$ cat src/rtl/stream_unpad.sv
// -----------------------------------------------------------------------------
// stream_unpad
//
// Purpose:
//   Streaming crop stage. It takes a zero-padded frame of DATA_W-bit words
//   (fp32 feature values) in raster order and removes a PAD-wide border on
//   every side. Only interior words are forwarded, and the last interior word
//   of each frame is flagged with m_last. This undoes the padding stage on the
//   super-resolution datapath. It sits after the convolution stages and ahead
//   of output packing or write-back.
//
// Ports:
//   clk        in   1       system clock, rising edge
//   rst_n      in   1       asynchronous assert, active-low reset
//   s_valid    in   1       input word valid
//   s_ready    out  1       block can accept an input word
//   s_data     in   DATA_W  input (padded) word
//   s_last     in   1       producer end-of-frame marker, expected on the
//                           padded word (IN_H-1, IN_W-1)
//   m_valid    out  1       output word valid
//   m_ready    in   1       downstream accepts the output word
//   m_data     out  DATA_W  interior word
//   m_last     out  1       last interior word of the frame
//   frame_err  out  1       one-cycle pulse on an s_last / position mismatch
//
// Buffering is a single output register. The input side is ready whenever
// that register is empty or is being drained in the same cycle. This gives a
// full 1 word/cycle rate with no skid buffer.
// -----------------------------------------------------------------------------
module stream_unpad #(
   parameter int DATA_W = 32,
   parameter int IN_W   = 5,
   parameter int IN_H   = 5,
   parameter int PAD    = 1
) (
   input  logic              clk,
   input  logic              rst_n,
   input  logic              s_valid,
   output logic              s_ready,
   input  logic [DATA_W-1:0] s_data,
   input  logic              s_last,
   output logic              m_valid,
   input  logic              m_ready,
   output logic [DATA_W-1:0] m_data,
   output logic              m_last,
   output logic              frame_err
);

   // Counter widths. They are at least one bit, so a 1-wide or 1-high frame
   // still elaborates.
   localparam int CW = (IN_W > 1) ? $clog2(IN_W) : 1;
   localparam int RW = (IN_H > 1) ? $clog2(IN_H) : 1;

   // Position constants.
   localparam logic [CW-1:0] C_COL_MAX = CW'(IN_W - 1);
   localparam logic [RW-1:0] C_ROW_MAX = RW'(IN_H - 1);
   localparam logic [CW-1:0] C_COL_LO  = CW'(PAD);
   localparam logic [RW-1:0] C_ROW_LO  = RW'(PAD);
   localparam logic [CW-1:0] C_COL_HI  = CW'(IN_W - PAD - 1);
   localparam logic [RW-1:0] C_ROW_HI  = RW'(IN_H - PAD - 1);

   // -------------------------------------------------------------------------
   // State
   // -------------------------------------------------------------------------
   logic [CW-1:0]     r_col;
   logic [RW-1:0]     r_row;
   logic              r_m_valid;
   logic [DATA_W-1:0] r_m_data;
   logic              r_m_last;
   logic              r_frame_err;

   // Next-state values.
   logic [CW-1:0]     w_col_next;
   logic [RW-1:0]     w_row_next;
   logic              w_m_valid_next;
   logic [DATA_W-1:0] w_m_data_next;
   logic              w_m_last_next;
   logic              w_frame_err_next;

   // Decode of the current padded position.
   logic w_in_beat;
   logic w_out_beat;
   logic w_col_keep;
   logic w_row_keep;
   logic w_keep;
   logic w_sync_end;
   logic w_last_interior;

   // -------------------------------------------------------------------------
   // Handshake
   // -------------------------------------------------------------------------
   // The output register is the only storage. A new word may enter when that
   // register is empty or is being emptied on this edge.
   assign s_ready    = !r_m_valid || m_ready;
   assign w_in_beat  = s_valid && s_ready;
   assign w_out_beat = r_m_valid && m_ready;

   // -------------------------------------------------------------------------
   // Interior window decode
   // -------------------------------------------------------------------------
   // With PAD=0 the window covers the whole frame. The comparisons are
   // dropped because the lower bound is trivially true for unsigned counters.
   generate
      if (PAD == 0) begin : g_no_pad
         assign w_col_keep = 1'b1;
         assign w_row_keep = 1'b1;
      end else begin : g_pad
         assign w_col_keep = (r_col >= C_COL_LO) && (r_col <= C_COL_HI);
         assign w_row_keep = (r_row >= C_ROW_LO) && (r_row <= C_ROW_HI);
      end
   endgenerate

   assign w_keep          = w_col_keep && w_row_keep;
   assign w_sync_end      = (r_col == C_COL_MAX) && (r_row == C_ROW_MAX);
   assign w_last_interior = (r_col == C_COL_HI) && (r_row == C_ROW_HI);

   // -------------------------------------------------------------------------
   // Next-state logic
   // -------------------------------------------------------------------------
   always_comb begin
      w_col_next       = r_col;
      w_row_next       = r_row;
      w_m_valid_next   = r_m_valid;
      w_m_data_next    = r_m_data;
      w_m_last_next    = r_m_last;
      w_frame_err_next = 1'b0;

      // A drained word frees the register. A kept word loaded on the same
      // edge overrides this below, so there is no bubble.
      if (w_out_beat) begin
         w_m_valid_next = 1'b0;
      end

      if (w_in_beat) begin
         // The keep decision always uses the position before any resync.
         if (w_keep) begin
            w_m_valid_next = 1'b1;
            w_m_data_next  = s_data;
            w_m_last_next  = w_last_interior;
         end

         // Flag an early s_last, and also a missing s_last at the end of the
         // frame.
         w_frame_err_next = s_last ^ w_sync_end;

         if (s_last && !w_sync_end) begin
            // Early end-of-frame from the producer. Realign to its framing,
            // so the next word is treated as padded position (0,0).
            w_col_next = '0;
            w_row_next = '0;
         end else if (r_col == C_COL_MAX) begin
            w_col_next = '0;
            if (r_row == C_ROW_MAX) begin
               w_row_next = '0;
            end else begin
               w_row_next = r_row + 1'b1;
            end
         end else begin
            w_col_next = r_col + 1'b1;
         end
      end
   end

   // -------------------------------------------------------------------------
   // State registers
   // -------------------------------------------------------------------------
   always_ff @(posedge clk or negedge rst_n) begin
      if (!rst_n) begin
         r_col       <= '0;
         r_row       <= '0;
         r_m_valid   <= 1'b0;
         r_m_data    <= '0;
         r_m_last    <= 1'b0;
         r_frame_err <= 1'b0;
      end else begin
         r_col       <= w_col_next;
         r_row       <= w_row_next;
         r_m_valid   <= w_m_valid_next;
         r_m_data    <= w_m_data_next;
         r_m_last    <= w_m_last_next;
         r_frame_err <= w_frame_err_next;
      end
   end

   assign m_valid   = r_m_valid;
   assign m_data    = r_m_data;
   assign m_last    = r_m_last;
   assign frame_err = r_frame_err;

endmodule

$ cat config.mk
export PLATFORM = sky130hd
export DESIGN_NAME = stream_unpad
export DESIGN_NICKNAME = d
export VERILOG_FILES = /design/src/rtl/stream_unpad.sv
export SDC_FILE = /design/constraint.sdc
export NUM_CORES = 1
export LEC_CHECK = 0
export CAP_MARGIN = 20
export CORE_UTILIZATION = 43
export CTS_BUF_LIST = sky130_fd_sc_hd__clkbuf_16
export DETAILED_ROUTE_END_ITERATION = 16
export PLACE_DENSITY_LB_ADDON = 0.15
export SYNTH_ARGS = -nofsm -noshare
export SYNTH_HDL_FRONTEND = slang
export SYNTH_SLANG_ARGS = --single-unit
$ cat constraint.sdc
create_clock -name clk -period 2.2 [get_ports clk]
set_input_delay 0.44 -clock clk [delete_from_list [all_inputs] [get_ports clk]]
set_output_delay 0.44 -clock clk [all_outputs]
set_load 0.01 [all_outputs]
==> reports/metrics.cfg <==
[power_and_ir_drop]
sequential_share_of_power_pct=32.4
post-layout-total-power_w=0.00423
share_comb_of_total_power_pct=48.8
power.ir.vdd_worst_uv=719
p_per_area_mw_per_mm2=1490
leakage_nw=1.27
clock_power_share_pct=18.9
power.switching_w=0.00125
swShare_pct=29.5
internal_power_w=0.00299

[placement]
io_buffer_count=72
placer_s_final_routability_congestion_estimate=0.796
dp.cells=247
place.detailed.hpwl_um=2850
postPlaceCellArea_sq_mm=0.00269

[clocking]
cts.repair.resized=0
clk_root_buffer_cell=sky130_fd_sc_hd__clkbuf_16
tritoncts_clock_tree=done
cts.reportedPaths.clkPinSlew_ps=60
h-tree-depth=2
cts.path.max_buffers=2
cts_buffers=5
postCtsSetupBuffers=0
clk-insertion-delay-late_ps=280
numClockSinks=41
ctsHoldBuffers=0

[cells_and_area]
design.final.nets=250
layoutNonFillerInstCount=255
register_area_sq_mm=0.00103
final_standard_cell_utilization_of_the_core_pct=69.2
filler_cells_inserted=287
layout-drive-gt1-share_pct=25.9
antenna_cells=0
area_of_the_multi_input_gates_sq_um=795
area.growth.synth_to_final_pct=51.2
finalInstanceArea_sq_mm=0.00285

[worst_setup_path]
critical-path-top-cell-by-count=sky130_fd_sc_hd__clkdlybuf4s50_1
worst_setup_path_end_kind=primary output
timing.critical_path.buf_inv=3
critical_path.max_fanout=2
arrival_ps=1720
regToRegSetupSlack_ps=180
worst_path_largest_cell_delay_ps=530
critPathSlowestCell=sky130_fd_sc_hd__clkdlybuf4s50_1
cell_by_cell_trace_of_the_critical_path=clkdlybuf4s50_1 -> nand2b_1 -> buf_4 -> clkdlybuf4s50_1
critPathKind=in2out
critical_path_required_ps=1760
path_delay_family=buffers and inverters
worst_setup_path_start_kind=input port

[synthesis]
synth_top_cell_area_share_pct=54.4
post_synth_inst_count=122
synth_warnings=0
synth_enable_flop_cells=0
yosys_register_bits=41
synth-async-reset-ratio_pct=100
synth-seq-area-share_pct=54.4
synthesis.nets=168
synth_area_leader_cell=sky130_fd_sc_hd__dfrtp_1
netlist_area_sq_mm=0.00188
synth_cell_type_count=23
average_footprint_of_a_synthesized_cell_sq_um=15.4
synthFlopType=sky130_fd_sc_hd__dfrtp_1
ys_top_cells_by_area=sky130_fd_sc_hd__dfrtp_1 54%, sky130_fd_sc_hd__mux2_4 23%, sky130_fd_sc_hd__ha_1 6.0%
synth_most_common_cell=sky130_fd_sc_hd__dfrtp_1
synth_commonest_cells=41 x sky130_fd_sc_hd__dfrtp_1, 29 x sky130_fd_sc_hd__mux2_4, 9 x sky130_fd_sc_hd__ha_1, 8 x sky130_fd_sc_hd__inv_1, 5 x sky130_fd_sc_hd__mux2_2

[routing]
first_iter_violations=82
avgViaCountPerCell=4.93
top_layer=met4
drt-wirelength-per-cell_um=16.0
met2_length_um=1950
route.vias.total=1257
drc=0
detailroute.wirelength.met3_um=295
firstDrtPassIters=4
routed_length_on_met1_um=1720
finalWirelength_um=4090
ant_nets=0

[floorplanning]
die_extent_in_y_um=68.2
placement_rows=23
floorplan.io_pins=73
die_area_sq_mm=0.00465
die_width_um=68.2
core_area_sq_mm=0.00412
starting_density_pct=45.8

[sta]
timing.max_slew.rel_slack_pct=66.2
layout_min_cycle_time_ps=2160
report.final.hold_viol_count=0
worst_clock_skew_ps=4.61
rsz_0062_raised_after_global_routing=false
tightestPinTransition_ps=507
finalSetupViolCount=0
period_share_pct=98.3
slew_viol_final=0
timing.fmax_ghz=0.462

[status]
outcome=completed

[flow_run]
drv_cap=0

[grt]
grt_first_pass_wirelength_um=6420
grt_ovf=0
grt_max_degree=42
grt_pass1_vias=1326
groute.usage.overall_pct=19.4
antenna_found_initial=0

[min_path]
hold_class=in2async

## cell type report
| class | instances | area share (%) |
|---|---|---|
| tap | 50 | 2.20 |
| multi-input combinational | 70 | 27.9 |
| clock buffer | 5 | 4.39 |
| timing repair buffer | 78 | 27.1 |
| clock inverter | 3 | 1.32 |
| inverter | 8 | 1.05 |
| sequential | 41 | 36.0 |
## worst register-to-register path: stages (launching register included)
cell	delay, ps
sky130_fd_sc_hd__dfrtp_1	490
sky130_fd_sc_hd__ha_1	210
sky130_fd_sc_hd__ha_1	170
sky130_fd_sc_hd__o22ai_2	90
sky130_fd_sc_hd__nor4_4	330
sky130_fd_sc_hd__buf_4	290
sky130_fd_sc_hd__mux2_4	320
## per-stage QoR
step	setup TNS, ps	hold WS, ps	setup WS [ps]
floorplan	0	144	277
global placement	0	494	5.46
detailed placement	-193	494	-26.0
CTS	0	236	27.9
global route	0	256	20.7
finish	0	216	37.3
## flip-flops by register name, indices dropped and copies added, names as in the netlist
register   flops
frame_err      1
m_valid        1
r_row          3
r_col          3
m_last         1
m_data        32
## cells in the final DEF (no fill, tap or decap), types with 2 or more instances in the layout
cell                              count
sky130_fd_sc_hd__a21oi_2              2
sky130_fd_sc_hd__clkdlybuf4s50_1     71
sky130_fd_sc_hd__mux2_4              29
sky130_fd_sc_hd__nor2_1               3
sky130_fd_sc_hd__clkbuf_16            5
sky130_fd_sc_hd__inv_1                9
sky130_fd_sc_hd__mux2i_1              2
sky130_fd_sc_hd__nand2_1              4
sky130_fd_sc_hd__mux2_2               5
sky130_fd_sc_hd__ha_1                 9
sky130_fd_sc_hd__dfrtp_1             41
sky130_fd_sc_hd__buf_4                5
sky130_fd_sc_hd__nand2b_1             2
sky130_fd_sc_hd__o21ai_0              3
## routing by layer
| metal | GRT usage [%] | vias to the layer above |
|---|---|---|
| met5 | 0 | - |
| met4 | 10.4 | 0 |
| met3 | 5.00 | 12 |
| met2 | 31.9 | 53 |
| met1 | 23.2 | 606 |
| li1 | - | 586 |
## power by group through the flow
stage	sequential [W]	clock (W)	combinational, W
after detailed placement	0.00137	0	0.00207
after global placement	0.00136	0	0.00201
after CTS	0.00138	0.000815	0.00209
after global routing	0.00142	0.000854	0.00221
after floorplan	0.00150	0	0.00102
final	0.00137	0.000798	0.00207
## cell families (layout without fill, tap and decap cells)
family / count (synthesis) / in the layout / synth area share (%)
adder cells (fa/ha/maj): 9 / 9 / 5.98
multiplexers: 36 / 36 / 27.2
AO/OA/AOI/OAI: 10 / 10 / 3.98
flip-flops: 41 / 41 / 54.4
buffers and inverters: 11 / 94 / 3.39
AND/OR/NAND/NOR: 15 / 15 / 5.05
## path summary, 6_finish.rpt
check	from	cells past startpoint	endpoint
min	rst_n	2	m_data[27]$_DFFE_PN0P_
max reg2reg	r_row[0]$_DFFE_PN0P_	6	m_data[19]$_DFFE_PN0P_
min in group clk	m_data[30]$_DFFE_PN0P_	1	m_data[30]$_DFFE_PN0P_
max in group asynchronous	rst_n	2	m_last$_DFFE_PN0P_
max	m_ready	4	s_ready
min reg2reg	m_data[30]$_DFFE_PN0P_	1	m_data[30]$_DFFE_PN0P_
Note: power is estimated with default switching activity, not from simulation.
